### src/rtl/ro_puf_sequencer_pkg.sv
// Shared definitions for the ring-oscillator PUF sequencer.
//   state_t       : sequencer FSM states
//   DEF_WINDOW    : default oscillator enable window in clk cycles
//   DEF_SYNC_DLY  : default settle delay after the window closes
//   clog2_min1()  : ceil(log2(n)) clamped to at least 1 bit
//   sel_width()   : RO select width for a given oscillator count
package ro_puf_pkg;

    typedef enum logic [2:0] {
        IDLE,
        LOAD,
        RUN,
        DRAIN,
        COMPARE,
        NEXT,
        DONE
    } state_t;

    localparam int DEF_WINDOW   = 1024;
    localparam int DEF_SYNC_DLY = 2;

    function automatic int clog2_min1(input int n);
        return (n > 1) ? $clog2(n) : 1;
    endfunction

    function automatic int sel_width(input int n_ro);
        return clog2_min1(n_ro);
    endfunction

endpackage

### src/rtl/ro_puf_sequencer_if.sv
// Bundle of host-side and datapath-side signals of the PUF sequencer.
//   master : host + RO datapath (drives start/abort/challenge and counts)
//   slave  : the sequencer (drives selects, counter control, results)
// Signals:
//   start, abort, challenge     host request
//   busy, resp_valid, response  host status/result
//   tie_mask, bad_mask          per-pair quality flags
//   sel_a, sel_b, cnt_clr, ro_en  datapath control
//   cnt_a, cnt_b                datapath counts
interface ro_puf_sequencer_if
    import ro_puf_pkg::*;
#(
    parameter int RESP_BITS = 8,
    parameter int SEL_W     = 4,
    parameter int CNT_W     = 16
);
    logic                         start;
    logic                         abort;
    logic [RESP_BITS*2*SEL_W-1:0] challenge;
    logic [CNT_W-1:0]             cnt_a;
    logic [CNT_W-1:0]             cnt_b;
    logic [SEL_W-1:0]             sel_a;
    logic [SEL_W-1:0]             sel_b;
    logic                         cnt_clr;
    logic                         ro_en;
    logic                         busy;
    logic                         resp_valid;
    logic [RESP_BITS-1:0]         response;
    logic [RESP_BITS-1:0]         tie_mask;
    logic [RESP_BITS-1:0]         bad_mask;

    modport master (
        output start, abort, challenge, cnt_a, cnt_b,
        input  sel_a, sel_b, cnt_clr, ro_en, busy, resp_valid,
               response, tie_mask, bad_mask
    );

    modport slave (
        input  start, abort, challenge, cnt_a, cnt_b,
        output sel_a, sel_b, cnt_clr, ro_en, busy, resp_valid,
               response, tie_mask, bad_mask
    );
endinterface

### src/rtl/ro_puf_sequencer_window_timer.sv
// Loadable down-counter timing both the oscillator window and the
// post-window settle delay.
//   clk, reset : clock, asynchronous active-low reset
//   load       : load load_val (takes priority over en)
//   load_val   : value loaded; the phase then lasts load_val+1 cycles
//   en         : count down by one per cycle, stops at zero
//   zero       : count is zero (last cycle of the timed phase)
module ro_puf_window_timer
    import ro_puf_pkg::*;
#(
    parameter int W = 4
) (
    input  logic         clk,
    input  logic         reset,
    input  logic         load,
    input  logic [W-1:0] load_val,
    input  logic         en,
    output logic         zero
);
    logic [W-1:0] cnt_q, cnt_d;

    always_comb begin
        cnt_d = cnt_q;
        if (load) begin
            cnt_d = load_val;
        end else if (en && (cnt_q != '0)) begin
            cnt_d = cnt_q - W'(1);
        end
    end

    always_ff @(posedge clk or negedge reset) begin
        if (!reset) begin
            cnt_q <= '0;
        end else begin
            cnt_q <= cnt_d;
        end
    end

    assign zero = (cnt_q == '0);
endmodule

### src/rtl/ro_puf_sequencer.sv
// Ring-oscillator PUF sequencer. For each challenge pair it selects two
// oscillators, clears the counters, runs them for a fixed window, waits
// for the counts to settle and records one response bit (A faster than B).
//   clk, reset : clock, asynchronous active-low reset
//   bus        : slave side of ro_puf_sequencer_if (host request/result
//                and RO datapath control/counts)
// All outputs are flops; they are computed from the next state so that
// each output lines up with the state it belongs to.
module ro_puf_sequencer
    import ro_puf_pkg::*;
#(
    parameter int N_RO      = 16,
    parameter int RESP_BITS = 8,
    parameter int CNT_W     = 16,
    parameter int WINDOW    = DEF_WINDOW,
    parameter int SYNC_DLY  = DEF_SYNC_DLY
) (
    input  logic clk,
    input  logic reset,
    ro_puf_sequencer_if.slave bus
);
    localparam int SEL_W   = sel_width(N_RO);
    localparam int PAIR_W  = 2 * SEL_W;
    localparam int CHAL_W  = RESP_BITS * PAIR_W;
    localparam int IDX_W   = clog2_min1(RESP_BITS);
    localparam int TMR_MAX = (WINDOW > SYNC_DLY + 1) ? WINDOW : SYNC_DLY + 1;
    localparam int TMR_W   = clog2_min1(TMR_MAX);

    // Timer load values: a phase lasts load+1 cycles.
    localparam logic [TMR_W-1:0] WIN_LOAD = TMR_W'(WINDOW - 1);
    localparam logic [TMR_W-1:0] DRN_LOAD = TMR_W'((SYNC_DLY > 0) ? SYNC_DLY - 1 : 0);
    localparam logic [IDX_W-1:0] LAST_IDX = IDX_W'(RESP_BITS - 1);

    state_t               state_q, state_d;
    logic [CHAL_W-1:0]    chal_q, chal_d;
    logic [IDX_W-1:0]     idx_q, idx_d;
    logic [SEL_W-1:0]     sel_a_q, sel_a_d;
    logic [SEL_W-1:0]     sel_b_q, sel_b_d;
    logic                 cnt_clr_q, cnt_clr_d;
    logic                 ro_en_q, ro_en_d;
    logic                 busy_q, busy_d;
    logic                 resp_valid_q, resp_valid_d;
    logic [RESP_BITS-1:0] resp_q, resp_d;
    logic [RESP_BITS-1:0] tie_q, tie_d;
    logic [RESP_BITS-1:0] bad_q, bad_d;

    logic [CNT_W-1:0]     cnt_a, cnt_b;
    logic [PAIR_W-1:0]    pair_d;
    logic                 tmr_load, tmr_en, tmr_zero;
    logic [TMR_W-1:0]     tmr_val;

    assign cnt_a = bus.cnt_a;
    assign cnt_b = bus.cnt_b;

    ro_puf_window_timer #(
        .W(TMR_W)
    ) u_timer (
        .clk      (clk),
        .reset    (reset),
        .load     (tmr_load),
        .load_val (tmr_val),
        .en       (tmr_en),
        .zero     (tmr_zero)
    );

    always_comb begin
        state_d = state_q;
        chal_d  = chal_q;
        idx_d   = idx_q;
        resp_d  = resp_q;
        tie_d   = tie_q;
        bad_d   = bad_q;

        // Abort overrides every transition and freezes partial results.
        if (bus.abort) begin
            state_d = IDLE;
        end else begin
            case (state_q)
                IDLE: begin
                    if (bus.start) begin
                        chal_d  = bus.challenge;
                        idx_d   = '0;
                        resp_d  = '0;
                        tie_d   = '0;
                        bad_d   = '0;
                        state_d = LOAD;
                    end
                end
                LOAD: begin
                    // Identical selects would only measure noise: flag and skip.
                    if (sel_a_q == sel_b_q) begin
                        bad_d[idx_q]  = 1'b1;
                        resp_d[idx_q] = 1'b0;
                        state_d       = NEXT;
                    end else begin
                        state_d = RUN;
                    end
                end
                RUN: begin
                    if (tmr_zero) begin
                        state_d = (SYNC_DLY > 0) ? DRAIN : COMPARE;
                    end
                end
                DRAIN: begin
                    if (tmr_zero) begin
                        state_d = COMPARE;
                    end
                end
                COMPARE: begin
                    resp_d[idx_q] = (cnt_a > cnt_b);
                    tie_d[idx_q]  = (cnt_a == cnt_b);
                    state_d       = NEXT;
                end
                NEXT: begin
                    if (idx_q == LAST_IDX) begin
                        state_d = DONE;
                    end else begin
                        idx_d   = idx_q + IDX_W'(1);
                        state_d = LOAD;
                    end
                end
                DONE: begin
                    state_d = IDLE;
                end
                default: begin
                    state_d = IDLE;
                end
            endcase
        end

        // Selects are loaded on entry to LOAD so they are stable while the
        // counters clear, and held everywhere else (including IDLE).
        pair_d  = chal_d[int'(idx_d) * PAIR_W +: PAIR_W];
        sel_a_d = sel_a_q;
        sel_b_d = sel_b_q;
        if (state_d == LOAD) begin
            sel_a_d = pair_d[PAIR_W-1:SEL_W];
            sel_b_d = pair_d[SEL_W-1:0];
        end

        cnt_clr_d    = (state_d == LOAD);
        ro_en_d      = (state_d == RUN);
        busy_d       = (state_d != IDLE);
        resp_valid_d = (state_d == DONE);

        // Timer is armed on entry to RUN or DRAIN; it saturates at zero.
        tmr_load = ((state_d == RUN)   && (state_q != RUN)) ||
                   ((state_d == DRAIN) && (state_q != DRAIN));
        tmr_val  = (state_d == RUN) ? WIN_LOAD : DRN_LOAD;
        tmr_en   = (state_q == RUN) || (state_q == DRAIN);
    end

    always_ff @(posedge clk or negedge reset) begin
        if (!reset) begin
            state_q      <= IDLE;
            chal_q       <= '0;
            idx_q        <= '0;
            sel_a_q      <= '0;
            sel_b_q      <= '0;
            cnt_clr_q    <= 1'b0;
            ro_en_q      <= 1'b0;
            busy_q       <= 1'b0;
            resp_valid_q <= 1'b0;
            resp_q       <= '0;
            tie_q        <= '0;
            bad_q        <= '0;
        end else begin
            state_q      <= state_d;
            chal_q       <= chal_d;
            idx_q        <= idx_d;
            sel_a_q      <= sel_a_d;
            sel_b_q      <= sel_b_d;
            cnt_clr_q    <= cnt_clr_d;
            ro_en_q      <= ro_en_d;
            busy_q       <= busy_d;
            resp_valid_q <= resp_valid_d;
            resp_q       <= resp_d;
            tie_q        <= tie_d;
            bad_q        <= bad_d;
        end
    end

    assign bus.sel_a      = sel_a_q;
    assign bus.sel_b      = sel_b_q;
    assign bus.cnt_clr    = cnt_clr_q;
    assign bus.ro_en      = ro_en_q;
    assign bus.busy       = busy_q;
    assign bus.resp_valid = resp_valid_q;
    assign bus.response   = resp_q;
    assign bus.tie_mask   = tie_q;
    assign bus.bad_mask   = bad_q;
endmodule

### src/flat_wrapper.sv
// flat-port wrapper written by rule: the top's interface ports become plain ports
module ro_puf_sequencer_flat import ro_puf_pkg::*;
#(
    parameter int N_RO      = 16,
    parameter int RESP_BITS = 8,
    parameter int CNT_W     = 16,
    parameter int WINDOW    = DEF_WINDOW,
    parameter int SYNC_DLY  = DEF_SYNC_DLY
)
  (clk, reset, bus_start, bus_abort, bus_challenge, bus_cnt_a, bus_cnt_b, bus_sel_a, bus_sel_b, bus_cnt_clr, bus_ro_en, bus_busy, bus_resp_valid, bus_response, bus_tie_mask, bus_bad_mask);
  ro_puf_sequencer_if #(.RESP_BITS(RESP_BITS), .SEL_W((4)), .CNT_W(CNT_W)) bus_i ();
  input  logic clk;
  input  logic reset;
  input wire logic [$bits(bus_i.start)-1:0] bus_start;
  input wire logic [$bits(bus_i.abort)-1:0] bus_abort;
  input wire logic [$bits(bus_i.challenge)-1:0] bus_challenge;
  input wire logic [$bits(bus_i.cnt_a)-1:0] bus_cnt_a;
  input wire logic [$bits(bus_i.cnt_b)-1:0] bus_cnt_b;
  output wire logic [$bits(bus_i.sel_a)-1:0] bus_sel_a;
  output wire logic [$bits(bus_i.sel_b)-1:0] bus_sel_b;
  output wire logic [$bits(bus_i.cnt_clr)-1:0] bus_cnt_clr;
  output wire logic [$bits(bus_i.ro_en)-1:0] bus_ro_en;
  output wire logic [$bits(bus_i.busy)-1:0] bus_busy;
  output wire logic [$bits(bus_i.resp_valid)-1:0] bus_resp_valid;
  output wire logic [$bits(bus_i.response)-1:0] bus_response;
  output wire logic [$bits(bus_i.tie_mask)-1:0] bus_tie_mask;
  output wire logic [$bits(bus_i.bad_mask)-1:0] bus_bad_mask;
  assign bus_i.start = bus_start;
  assign bus_i.abort = bus_abort;
  assign bus_i.challenge = bus_challenge;
  assign bus_i.cnt_a = bus_cnt_a;
  assign bus_i.cnt_b = bus_cnt_b;
  assign bus_sel_a = bus_i.sel_a;
  assign bus_sel_b = bus_i.sel_b;
  assign bus_cnt_clr = bus_i.cnt_clr;
  assign bus_ro_en = bus_i.ro_en;
  assign bus_busy = bus_i.busy;
  assign bus_resp_valid = bus_i.resp_valid;
  assign bus_response = bus_i.response;
  assign bus_tie_mask = bus_i.tie_mask;
  assign bus_bad_mask = bus_i.bad_mask;
  ro_puf_sequencer #(.N_RO(N_RO), .RESP_BITS(RESP_BITS), .CNT_W(CNT_W), .WINDOW(WINDOW), .SYNC_DLY(SYNC_DLY)) u_core (.clk(clk), .reset(reset), .bus(bus_i));
endmodule
### config.mk
export PLATFORM = sky130hd
export DESIGN_NAME = ro_puf_sequencer_flat
export DESIGN_NICKNAME = d
export VERILOG_FILES = /design/src/rtl/ro_puf_sequencer_pkg.sv /design/src/rtl/ro_puf_sequencer_if.sv /design/src/rtl/ro_puf_sequencer_window_timer.sv /design/src/rtl/ro_puf_sequencer.sv /design/src/flat_wrapper.sv
export SDC_FILE = /design/constraint.sdc
export NUM_CORES = 1
export LEC_CHECK = 0
export ABC_AREA = 1
export BUFFER_PORTS_ARGS = -buffer_cell sky130_fd_sc_hd__buf_2
export CAP_MARGIN = 10
export CORE_UTILIZATION = 40
export CTS_CLUSTER_SIZE = 10
export DETAILED_ROUTE_END_ITERATION = 8
export PLACE_DENSITY = 0.72
export SLEW_MARGIN = 20
export SYNTH_ARGS = -nofsm -noshare
export SYNTH_HDL_FRONTEND = slang
export SYNTH_HIERARCHICAL = 1
export SYNTH_SLANG_ARGS = --single-unit
### constraint.sdc
create_clock -name clk -period 2.83 [get_ports clk]
set_input_delay 0.1415 -clock clk [delete_from_list [all_inputs] [get_ports clk]]
set_output_delay 0.1415 -clock clk [all_outputs]
set_load 0.01 [all_outputs]
==> impl_metrics.yaml <==
power_and_ir_drop:
  sw_frac_of_total_pct: 38.13
  internal_power_w: 0.004656
  leakagePower_nw: 4.360
  combPwrFrac_pct: 37.7
  p_per_area_nw_per_um2: 913.2
  p_seq_share_pct: 33.5
  power.share.clock_pct: 28.8
  power_switching_w: 0.002869
  irDropWorstVdd_v: 0.0005247
drt:
  wirelength_um: 16620
  routed_via_density: 4.757
  num_vias: 5998
  final_antenna_net_count: 0
  drc: 0
  wl_per_cell_um: 13.18
  drt-pass1-iter-count: 5
  drtIter0Drc: 494
setup_path:
  crit_required_ps: 3140
  worstSetupPathType: "reg -> reg"
  cp-start-kind: "flop"
  critPathMaxFanout: 6
  cp.arrival_ps: 2950
  cp-end-kind: "flop"
floorplan:
  rows: 46
  start_util_pct: 41.44
  die_area_um2: 17160
  die_h_um: 131.0
  io_pins: 136
  core_um2: 16060
  die_w_um: 131.0
yosys:
  yosysWarnings: 6
  syn-cell-area_um2: 6655
  synth_nets: 1009
  syn_area_per_cell_um2: 7.469
  synthCells: 891
  synth_area_leaders: "dfrtp_1 (44%), inv_1 (10%), nand2_1 (10%)"
  yosysSeqAreaShare_pct: 43.62
  netlist.area_leader.share_pct: 43.62
  yosys_register_bits: 116
  synth_cell_types: 39
  yosys.area.top_type: "dfrtp_1"
final_layout:
  final_nets: 1150
  drive_above_1_share_pct: 22.39
  fin_util_pct: 51.32
  instances_no_fill: 1261
  final_common_cell: "inv_1"
  area_growth_pct: 23.82
  final_cell_mix: "inv_1 (183), nand2_1 (177), buf_2 (134), dfrtp_1 (116), nand3_1 (112)"
  num_antenna_cells: 0
cts:
  clock_sinks: 116
  cts_buffer_depth: 2
  cts_tree: "yes"
  h-tree-depth: 4
  cts_buffers: 17
  clk_latency_ps: 420
  clkSlewWorstSetupHoldPaths_ps: 50
  root_buffer: "clkbuf_16"
job:
  cap_violations: 0
sta:
  fmax_ghz: 0.3789
  fin_tns_setup_ps: 0
  post-route-min-period_ps: 2639
  rsz0062_at_grt: "false"
  fin_skew_ps: 10.18
  relSlewSlack_pct: 44.99
  final-setup-viol-count: 0
  finalMaxSlewViolations: 0
  tightest_slew_ps: 818.3
  hold_viol_final: 0
  fin_crit_sh_pct: 93.26
run_status:
  outcome: "complete, no violations"
hold_path:
  hold_class: "in -> reg"
global_route:
  overflow: 0
  grt_pass1_vias: 5357
  grt_first_pass_wirelength_um: 26130
  grt_util_all_layers_pct: 20.04
  grt_max_degree: 81
  antenna_found_initial: 0
place:
  io_buffers: 135
  dp.cells: 1223
  hpwl_um: 11860
  gp_congestion: 0.8218
## worst max-delay path, cell delays in order, from the launching register on
cell        delay [ps]
dfrtp_1            370
inv_1              150
ha_4               200
nand2_1             60
nor2_1             140
nand2_1            100
nor2_2             140
inv_1               70
nor2_1             100
nor2_1              40
nand4_1             80
inv_1               60
nor2_1             150
nand3_1            110
nand2_2            150
clkinvlp_4         220
buf_4              190
o22ai_1            150
nor2_1              50
## flip-flops by register name (all words and copies together), names as in the netlist
signal	cells
u_core/state_q	3
u_core/u_timer/cnt_q	10
u_core/bus.tie_mask	8
u_core/bus.resp_valid	1
u_core/bus.cnt_clr	1
u_core/bus.bad_mask	8
u_core/chal_q	64
u_core/bus.sel_a	4
u_core/bus.response	8
u_core/bus.sel_b	4
u_core/bus.ro_en	1
u_core/idx_q	3
u_core/bus.busy	1
## cell usage after synthesis
| library cell | count |
|---|---|
| nand3_4 | 1 |
| clkbuf_1 | 8 |
| buf_2 | 14 |
| inv_1 | 184 |
| nor2_4 | 3 |
| nand2_8 | 2 |
| nand3_2 | 2 |
| dfrtp_1 | 116 |
| o21ai_0 | 69 |
| buf_4 | 4 |
| nand3_1 | 112 |
| nand3b_1 | 2 |
| conb_1 | 1 |
| nor4_2 | 1 |
| inv_4 | 1 |
| nand4_2 | 1 |
| nand4_1 | 5 |
| or2_2 | 14 |
| clkinv_1 | 1 |
| xor2_1 | 4 |
| buf_6 | 3 |
| o21ai_2 | 5 |
| a21oi_1 | 28 |
| a21oi_4 | 1 |
| a21oi_2 | 1 |
| o21a_1 | 9 |
| nand2_2 | 7 |
| inv_2 | 4 |
| nor2_1 | 51 |
| nand2_4 | 2 |
| o211ai_1 | 2 |
| nor2_8 | 1 |
| nor3_1 | 9 |
| nor2_2 | 1 |
| or2_1 | 10 |
| ha_1 | 18 |
| nand2_1 | 178 |
| o22ai_1 | 1 |
| o21ai_1 | 15 |
## power by group through the flow
stage,sequential [W],combinational (W),clock [W]
global placement,0.00252,0.00266,0
CTS,0.00252,0.00273,0.00221
detailed placement,0.00254,0.00270,0
floorplan,0.00252,0.00197,0
finish,0.00252,0.00284,0.00217
global route,0.00259,0.00322,0.00227
## layer usage
metal | track usage, % | share of wire (%) | routed length, um | vias to the layer above
met5 | 0 | 0 | 0 | -
met4 | 6.288 | 1.1 | 191 | 0
met3 | 4.316 | 5.6 | 935 | 16
met2 | 31.93 | 47 | 7802 | 188
met1 | 27.23 | 46 | 7696 | 2714
li1 | - | - | - | 3080
## worst paths after layout
kind / start / end / slack [ps] / depth (start not counted)
worst max-delay path: u_core/u_timer/cnt_q[0] / u_core/u_timer/cnt_q[2] / 190 / 18
worst min-delay path: bus_abort / u_core/state_q[1] / 20 / 2
worst max register to register: u_core/u_timer/cnt_q[0] / u_core/u_timer/cnt_q[2] / 190 / 18
worst min register to register: u_core/bus.tie_mask[7] / u_core/bus.tie_mask[7] / 480 / 1
max in group asynchronous: reset / u_core/bus.response[6] / 1780 / 3
min in group asynchronous: reset / u_core/chal_q[28] / 340 / 2
## repair_timing
item,4_1_cts,5_1_grt
hold buffers,1,0
endpoints found under the hold margin,53,0
buffers inserted,0,4
endpoints found under the setup margin,0,9
resized for setup,0,6
## metrics by stage
stage / worst slack [ps] / instance area [um2] / power [W] / hold slack [ps]
global route: 23.99 / 8240 / 0.008081 / 18.67
detailed placement: 73.18 / 7560 / 0.005248 / 262.3
global placement: 158.0 / 7560 / 0.005182 / 258.1
finish: 190.8 / 8240 / 0.007525 / 19.84
floorplan: 176.3 / 6655 / 0.004491 / -154.1
CTS: 59.72 / 8175 / 0.007459 / 4.347
## kinds of logic (layout without fill, tap and decap cells)
kind of cell	Yosys count	after routing	synth area share, %
simple gates	402	402	28.41
buf+inv	219	373	13.22
compound gates	131	131	10.79
flops	116	116	43.62
fa+ha+maj	18	18	3.384
xor+xnor	4	4	0.5264
other cells	1	1	0.05635
## final cells by class
type                            count  area [um2]
Clock buffer                       21       480.5
Clock inverter                     11       125.1
Fill cell                        1562        7818
Inverter                          190       719.4
Multi-Input combinational cell    556        2907
Sequential cell                   116        2903
Tap cell                          216       270.3
Timing Repair Buffer              150       830.8
Timing Repair inverter              1       5.005
(Power assumes the default switching activity.)
